[config.mk]
export PLATFORM = sky130hd
export DESIGN_NAME = branch_unit
export DESIGN_NICKNAME = d
export VERILOG_FILES = /design/src/rtl/branch_unit.sv
export SDC_FILE = /design/constraint.sdc
export NUM_CORES = 1
export LEC_CHECK = 0
export CAP_MARGIN = 5
export CORE_ASPECT_RATIO = 1.75
export CORE_MARGIN = 4
export CORE_UTILIZATION = 40
export DETAILED_ROUTE_END_ITERATION = 16
export PLACE_DENSITY = 0.8
export SLEW_MARGIN = 10
export SYNTH_ARGS = -nofsm -noshare
export SYNTH_HDL_FRONTEND = slang
export SYNTH_SLANG_ARGS = --single-unit
[constraint.sdc]
create_clock -name clk -period 2.15 [get_ports clk]
set_input_delay 0.43 -clock clk [delete_from_list [all_inputs] [get_ports clk]]
set_output_delay 0.43 -clock clk [all_outputs]
set_load 0.01 [all_outputs]
[src/rtl/branch_unit.sv]
`default_nettype none
// ============================================================================
// Module   : branch_unit
// Purpose  : Execute-stage branch resolver with a 2-bit BHT for fetch
//            prediction. Define BRA_STATS_EN for branch/mispredict counters.
// Revision : 1.0
// ============================================================================
module branch_unit #(
    parameter int XLEN      = 32,
    parameter int BHT_DEPTH = 16
) (
    input  logic            clk,
    input  logic            rst,
    input  logic [XLEN-1:0] f_pc,
    output logic            f_pred_taken,
    input  logic            in_valid,
    input  logic [XLEN-1:0] pc,
    input  logic [2:0]      br_type,
    input  logic [6:0]      op_code,
    input  logic [XLEN-1:0] in_01,
    input  logic [XLEN-1:0] in_02,
    input  logic            pred_taken,
    input  logic            flush,
    output logic            out_valid,
    output logic            bra_taken,
    output logic            mispredict
`ifdef BRA_STATS_EN
    ,
    output logic [31:0]     br_count,
    output logic [31:0]     mispred_count
`endif
);

    localparam int IDX_W = (BHT_DEPTH > 1) ? $clog2(BHT_DEPTH) : 1;

    localparam logic [6:0] OP_BRANCH = 7'b1100011;
    localparam logic [6:0] OP_JALR   = 7'b1100111;
    localparam logic [6:0] OP_JAL    = 7'b1101111;

    localparam logic [2:0] BT_EQ  = 3'b000;
    localparam logic [2:0] BT_NE  = 3'b001;
    localparam logic [2:0] BT_LT  = 3'b010;
    localparam logic [2:0] BT_GE  = 3'b011;
    localparam logic [2:0] BT_LTU = 3'b100;
    localparam logic [2:0] BT_GEU = 3'b101;

    localparam logic [1:0] CTR_SNT = 2'b00;
    localparam logic [1:0] CTR_WNT = 2'b01;
    localparam logic [1:0] CTR_ST  = 2'b11;

    // ------------------------------------------------------------------
    // Branch history table
    // ------------------------------------------------------------------
    logic [1:0]       bht_q [BHT_DEPTH];
    logic [IDX_W-1:0] f_idx;
    logic [IDX_W-1:0] ex_idx;
    logic [1:0]       ctr_cur;
    logic [1:0]       ctr_d;
    logic             bht_we;

    // PC bits outside the index slice play no part in prediction.
    logic unused_pc_bits;
    assign unused_pc_bits = ^{pc[XLEN-1:IDX_W+2], pc[1:0],
                              f_pc[XLEN-1:IDX_W+2], f_pc[1:0]};

    assign f_idx        = f_pc[IDX_W+1:2];
    assign ex_idx       = pc[IDX_W+1:2];
    assign f_pred_taken = bht_q[f_idx][1];
    assign ctr_cur      = bht_q[ex_idx];

    // ------------------------------------------------------------------
    // Direction resolution
    // ------------------------------------------------------------------
    logic is_cond;
    logic is_jump;
    logic cmp_eq;
    logic cmp_lt;
    logic cmp_ltu;
    logic cond_taken;
    logic res_taken;
    logic accept;

    assign is_cond = (op_code == OP_BRANCH);
    assign is_jump = (op_code == OP_JAL) || (op_code == OP_JALR);
    assign cmp_eq  = (in_01 == in_02);
    assign cmp_lt  = ($signed(in_01) < $signed(in_02));
    assign cmp_ltu = (in_01 < in_02);

    always_comb begin
        cond_taken = 1'b0;
        case (br_type)
            BT_EQ:   cond_taken = cmp_eq;
            BT_NE:   cond_taken = !cmp_eq;
            BT_LT:   cond_taken = cmp_lt;
            BT_GE:   cond_taken = !cmp_lt;
            BT_LTU:  cond_taken = cmp_ltu;
            BT_GEU:  cond_taken = !cmp_ltu;
            default: cond_taken = 1'b0;
        endcase
    end

    assign res_taken = is_jump || (is_cond && cond_taken);
    assign accept    = in_valid && !flush;
    assign bht_we    = accept && is_cond;

    always_comb begin
        ctr_d = ctr_cur;
        if (res_taken) begin
            if (ctr_cur != CTR_ST) begin
                ctr_d = ctr_cur + 2'd1;
            end
        end else begin
            if (ctr_cur != CTR_SNT) begin
                ctr_d = ctr_cur - 2'd1;
            end
        end
    end

    always_ff @(posedge clk or posedge rst) begin
        if (rst) begin
            for (int i = 0; i < BHT_DEPTH; i++) begin
                bht_q[i] <= CTR_WNT;
            end
        end else if (bht_we) begin
            bht_q[ex_idx] <= ctr_d;
        end
    end

    // ------------------------------------------------------------------
    // Result register; taken/mispredict are forced low with valid.
    // ------------------------------------------------------------------
    logic valid_q, valid_d;
    logic taken_q, taken_d;
    logic mis_q,   mis_d;

    assign valid_d = accept;
    assign taken_d = accept && res_taken;
    assign mis_d   = accept && (res_taken ^ pred_taken);

    always_ff @(posedge clk or posedge rst) begin
        if (rst) begin
            valid_q <= 1'b0;
            taken_q <= 1'b0;
            mis_q   <= 1'b0;
        end else begin
            valid_q <= valid_d;
            taken_q <= taken_d;
            mis_q   <= mis_d;
        end
    end

    assign out_valid  = valid_q;
    assign bra_taken  = taken_q;
    assign mispredict = mis_q;

`ifdef BRA_STATS_EN
    // ------------------------------------------------------------------
    // Saturating statistics, counted from the registered result.
    // ------------------------------------------------------------------
    logic        cond_q, cond_d;
    logic [31:0] br_cnt_q, br_cnt_d;
    logic [31:0] mis_cnt_q, mis_cnt_d;

    assign cond_d = accept && is_cond;

    always_comb begin
        br_cnt_d  = br_cnt_q;
        mis_cnt_d = mis_cnt_q;
        if (valid_q && cond_q && (br_cnt_q != 32'hFFFF_FFFF)) begin
            br_cnt_d = br_cnt_q + 32'd1;
        end
        if (valid_q && mis_q && (mis_cnt_q != 32'hFFFF_FFFF)) begin
            mis_cnt_d = mis_cnt_q + 32'd1;
        end
    end

    always_ff @(posedge clk or posedge rst) begin
        if (rst) begin
            cond_q    <= 1'b0;
            br_cnt_q  <= 32'd0;
            mis_cnt_q <= 32'd0;
        end else begin
            cond_q    <= cond_d;
            br_cnt_q  <= br_cnt_d;
            mis_cnt_q <= mis_cnt_d;
        end
    end

    assign br_count      = br_cnt_q;
    assign mispred_count = mis_cnt_q;
`endif

endmodule
`default_nettype wire
==> qor.txt, run 1 <==
Final period util: 130%
Yosys top cell area share: 17.4%
RR Startpoint: bht_q[29]
synth top area cells: dfrtp_1 (17%), dfstp_2 (15%), ha_1 (15%)
startpoint types: input pin
layout cell share with drive strength beyond 1: 55.1%
pre-CTS worst setup slack: -1360 ps
Total Routing Usage GR: 24.6%
DP Wirelength: 6930 um
Synth warnings: 0
number of global-route vias before repair: 3316
Area Growth Syn to Fin: 75.6%
WP data required: 2300 ps
Min Hold Slack: 470 ps
post-layout util: 73.0%
Pins Over Slew Limit: 0
initial drt markers: 88
via count: 2952
Post-Syn Instances: 299
worst-path fanout max: 8
max-cap viol count: 0
Post-Route WL: 10200 um
main flop type after synthesis: dfrtp_1
EDFF count, synth: 0
largest net degree at the start of global routing: 36
r2r endpoint: bht_q[4]
RSZ-0062 raised after global routing: true
most numerous cell in the Yosys netlist: nand2_1
final setup fails: 35
crit end category: flop
initial antenna violation count: 0
# rows: 39
Synth Register Bits: 35
die width: 70.6 um
power per cell area: 417 nW/um2
Max Clock Skew: 3.72 ps
Min-Delay Path Depth: 2
CTS Buf Count: 5
Worst-Skew Late Latency: 280 ps
Max VDD drop: 0.819 mV
worst reg2reg path depth: 8
Final WS setup: -639 ps
Distinct cells, synth: 40
WS Path Type: in2reg
status: finished with violations
Max Clock Freq: 358 MHz
Critical Path AT: 2940 ps
failing checks: setup timing
syn avg cell area: 9.16 um2
Post-route DRC: 0
Pleak: 2.08 nW
H-tree depth: 2
TritonCTS clock tree: built
Syn Nets: 474
Worst setup startpoint: in_02[27]
total clock sinks: 35
clk buf depth: 2
GP Congestion: 0.985
first-pass GRT wire length: 16100 um
cell taking the most area after synthesis: dfrtp_1
core region area: 6590 um2
antenna cells: 0
worst rel slew slack: 70.1%
post-route cell area: 4810 um2
DRT Pass-1 Iters: 5
nets: 617
asr flop ratio synth: 100%
die height: 117 um
Top Ports: 147
aggregate global routing overflow: 0
vias per cell: 5.62
Post-synth top cells: nand2_1 (55), inv_1 (42), ha_1 (32), dfrtp_1 (19), o21ai_0 (17)
Post-Synthesis Cell Area: 2740 um2
hold_sp: bht_q[18]
Hold Path Class: reg2reg
final hold vios: 0
Worst-path clk slew: 50 ps
Final ANT Viol Nets: 0
die area: 8290 um2
Area after DPL: 4240 um2
r2r setup slk: -110 ps
Root Buffer: clkbuf_16
wire length per cell: 19.4 um
sequential share of the synthesized area: 32.7%
I/O Buffers: 90
Least-Margin Pin Slew: 448 ps
fin crit period: 2790 ps
starting density of the core: 41.6%
WHS Endpoint: bht_q[18]
## through the flow
| stage | TNS [ps] | instances | total power [mW] |
|---|---|---|---|
| floorplan | -14710 | 299 | 0.890 |
| global placement | -43290 | 504 | 1.15 |
| detailed placement | -44670 | 504 | 1.16 |
| CTS | -16710 | 526 | 1.98 |
| global route | -23580 | 525 | 2.09 |
| finish | -19520 | 525 | 2.01 |
## flip-flops by register name, indices dropped and copies added (netlist names)
name	cells
bht_q	32
bra_taken	1
mispredict	1
out_valid	1
## critical path: stages
cell and delay, ps:
buf_6 80, inv_4 30, ha_4 250, nand4_1 150, buf_4 180, nor4_4 290, nand4_1 180, mux2i_1 190
a22o_2 260, nor4b_4 320, buf_4 200, maj3_4 280, mux2i_1 100
## cells by family after synthesis
logic type	synth area share (%)
simple gates	17.3
compound gates	12.1
buf+inv	7.31
flops	32.7
mux	14.5
fa+ha+maj	15.4
xor+xnor	0.639
## final cells by class
cell class                 count  area, um2
multi-input combinational    216       2230
fill                         423       1780
timing repair buffer         142       1230
sequential                    35        896
inverter                      42        195
clock buffer                   8        156
tap                           82        103
## power by group
part	switching (mW)	internal, mW
registers	0.00134	0.665
clock network	0.255	0.493
logic	0.266	0.328
## cells in the final DEF (no fill, tap or decap), types with 3 or more instances in the layout
cell and instances:
nand3_1 8, inv_4 10, dlygate4sd2_1 12, buf_12 3, mux4_2 14, buf_4 44
dfrtp_1 19, a21oi_2 6, a21oi_1 6, nor2_1 8, clkbuf_16 5, nor3_1 4
clkdlybuf4s15_1 6, o21ai_1 7, ha_4 30, buf_6 24, dfstp_2 16, o21ai_2 21
nand4_1 8, clkdlybuf4s50_1 23, and3_1 3, inv_1 13, nand2_1 53, buf_2 27
mux2i_1 6, inv_2 18
## worst max path at each step
stage / end / cells past startpoint
4_1_cts: bht_q[4] / 14
2_1_floorplan: bht_q[11] / 11
3_3_place_gp: bht_q[31] / 11
5_1_grt: bht_q[5] / 13
6_report: bht_q[5] / 13
3_5_place_dp: bht_q[31] / 11
## repair_timing
| action | 4_1_cts | 5_1_grt |
|---|---|---|
| cloned | 2 | 0 |
| pin swaps | 49 | 27 |
| endpoints found under the setup margin | 35 | 35 |
| hold buffers | 0 | 0 |
| resized for setup | 283 | 38 |
| buffers inserted | 13 | 0 |
## layer usage
| layer | share of wire (%) | vias up | GRT usage [%] | wire (um) |
|---|---|---|---|---|
| li1 | - | 1351 | - | - |
| met1 | 33 | 1409 | 23.7 | 3320 |
| met2 | 56 | 144 | 47.2 | 5690 |
| met3 | 6.3 | 48 | 5.38 | 637 |
| met4 | 5.3 | 0 | 12.1 | 538 |
| met5 | 0 | - | 0 | 0 |
Note: power is estimated with default switching activity, not from simulation.
==> run 2, diff against run 1 <==
==> constraint.sdc (replaced) <==
create_clock -name clk -period 2.15 [get_ports clk]
set_input_delay 0.43 -clock clk [delete_from_list [all_inputs] [get_ports clk]]
set_output_delay 0.43 -clock clk [all_outputs]
set_load 0.005 [all_outputs]
==> qor.txt, run 2 (same netlist as run 1, synthesis figures left out) <==
CTS Buf Count: 5
clk buf depth: 2
status: finished with violations
die height: 117 um
nets: 615
startpoint types: input pin
Post-Route WL: 9750 um
Hold Path Class: reg2reg
DRT Pass-1 Iters: 4
Least-Margin Pin Slew: 518 ps
antenna cells: 0
Seq pwr share: 33.2%
Final period util: 126%
Worst Path Buf+Inv: 4
fin crit period: 2700 ps
most common cell after layout, fill and taps aside: nand2_1
GP Congestion: 0.976
max FFs per register: 32
r2r setup slk: -40 ps
initial antenna violation count: 0
final setup fails: 35
pre-CTS worst setup slack: -1410 ps
Largest stage delay, worst path: 390 ps
initial drt markers: 123
Pint: 1.47 mW
aggregate global routing overflow: 0
first-pass GRT wire length: 15200 um
largest net degree at the start of global routing: 36
total clock sinks: 35
Worst path most repeated cell: buf_4
P_sw: 0.537 mW
Critical Path AT: 2910 ps
layout cell share with drive strength beyond 1: 51.5%
Pleak: 2.01 nW
CP cell instances: clkdlybuf4s15_2 -> ha_4 -> nand4_1 -> buf_4 -> nor4_4 -> a21boi_2 -> o41a_1 -> buf_4 -> nor4_4 -> nor4b_4 -> buf_4 -> maj3_2 -> mux2i_1
WP data required: 2360 ps
Final ANT Viol Nets: 0
switching share of power: 26.8%
Max Clock Skew: 4.16 ps
total placed cells including tap cells: 501
failing checks: setup timing
Comb pwr share: 28.6%
worst-path fanout max: 8
WS Path Type: in2reg
Area after DPL: 4220 um2
commonest non-fill, non-tap cells in the layout: nand2_1 (54), buf_4 (47), ha_4 (28)
Pins Over Slew Limit: 0
crit end category: flop
Max Clock Freq: 370 MHz
# rows: 39
Final WS setup: -553 ps
Area Growth Syn to Fin: 69.5%
Crit-path slowest cell: maj3_2
power per cell area: 432 nW/um2
starting density of the core: 41.6%
Biggest register: bht_q
Total Routing Usage GR: 23.7%
DP Wirelength: 6980 um
via count: 2866
max-cap viol count: 0
number of global-route vias before repair: 3073
I/O Buffers: 90
wire length per cell: 18.6 um
vias per cell: 5.48
RSZ-0062 raised after global routing: true
fin cells: 523
Max VDD drop: 0.539 mV
die area: 8290 um2
Worst-Skew Late Latency: 280 ps
Clk pwr share: 38.2%
post-route cell area: 4650 um2
Root Buffer: clkbuf_16
CP top delay family: buffers and inverters
Post-route DRC: 0
final hold vios: 0
Worst-path clk slew: 60 ps
worst rel slew slack: 65.2%
Top Ports: 147
die width: 70.6 um
post-layout util: 70.5%
TritonCTS clock tree: built
core region area: 6590 um2
H-tree depth: 2
cts hold-fix bufs: 0
==> run 2: cell types whose count changed in the layout (fill, tap and decap cells not counted), moves of 3 or more <==
cell / delta
clkbuf_2: +18
buf_6: -15
o21ai_1: +15
o21ai_2: -12
buf_2: -11
clkdlybuf4s15_2: +4
buf_4: +3
inv_4: -3
==> run 2: worst paths after layout <==
| check | from | to | cells after the start |
|---|---|---|---|
| worst max-delay path | in_01[11] | bht_q[4] | 13 |
| worst min-delay path | bht_q[24] | bht_q[24] | 2 |
| worst max register to register | bht_q[25] | bht_q[4] | 5 |
| worst min register to register | bht_q[24] | bht_q[24] | 2 |
| max in group asynchronous | rst | bht_q[16] | 3 |
| min in group asynchronous | rst | bra_taken | 3 |
==> run 2: what timing repair did <==
action | in CTS | in global routing
setup endpoints to repair | 35 | 35
pin swaps | 58 | 23
setup buffers | 9 | 3
gates resized for setup | 213 | 59
gates cloned | 2 | 0
==> run 2: layer usage <==
metal	up-vias	wire length, um	global-route usage, %
met2	154	5410	45.7
li1	1346	-	-
met3	36	607	4.53
met4	0	483	11.1
met1	1330	3250	23.2
met5	-	0	0
==> run 2: worst reg2reg max path, cell delays in order (launching register included) <==
cell     delay [ps]
dfrtp_1         390
mux4_2          500
mux2_2          280
o21ai_1         420
maj3_2          410
mux2i_1         110
==> run 2: final cells by class <==
| class | count | area, um2 |
|---|---|---|
| repair buffers | 139 | 1130 |
| multi-input cells | 217 | 2170 |
| fillers | 463 | 1940 |
| clock inverters | 1 | 7.51 |
| inverters | 42 | 188 |
| clock buffers | 7 | 153 |
| well taps | 82 | 103 |
| flip-flops and latches | 35 | 896 |
==> run 2: through the flow <==
step	hold slack (ps)	setup TNS, ps	power, mW
after detailed placement	455	-45720	1.17
final	463	-17110	2.01
after CTS	463	-17210	1.98
after floorplan	441	-14710	0.889
after global placement	450	-43220	1.15
after global routing	475	-21780	2.09
==> run 2: power groups by stage <==
stage	Sequential, mW	Combinational, mW	Clock [mW]
2_1_floorplan	0.677	0.212	0
3_3_place_gp	0.676	0.474	0
3_5_place_dp	0.677	0.491	0
4_1_cts	0.666	0.535	0.777
5_1_grt	0.666	0.618	0.804
6_report	0.666	0.573	0.766
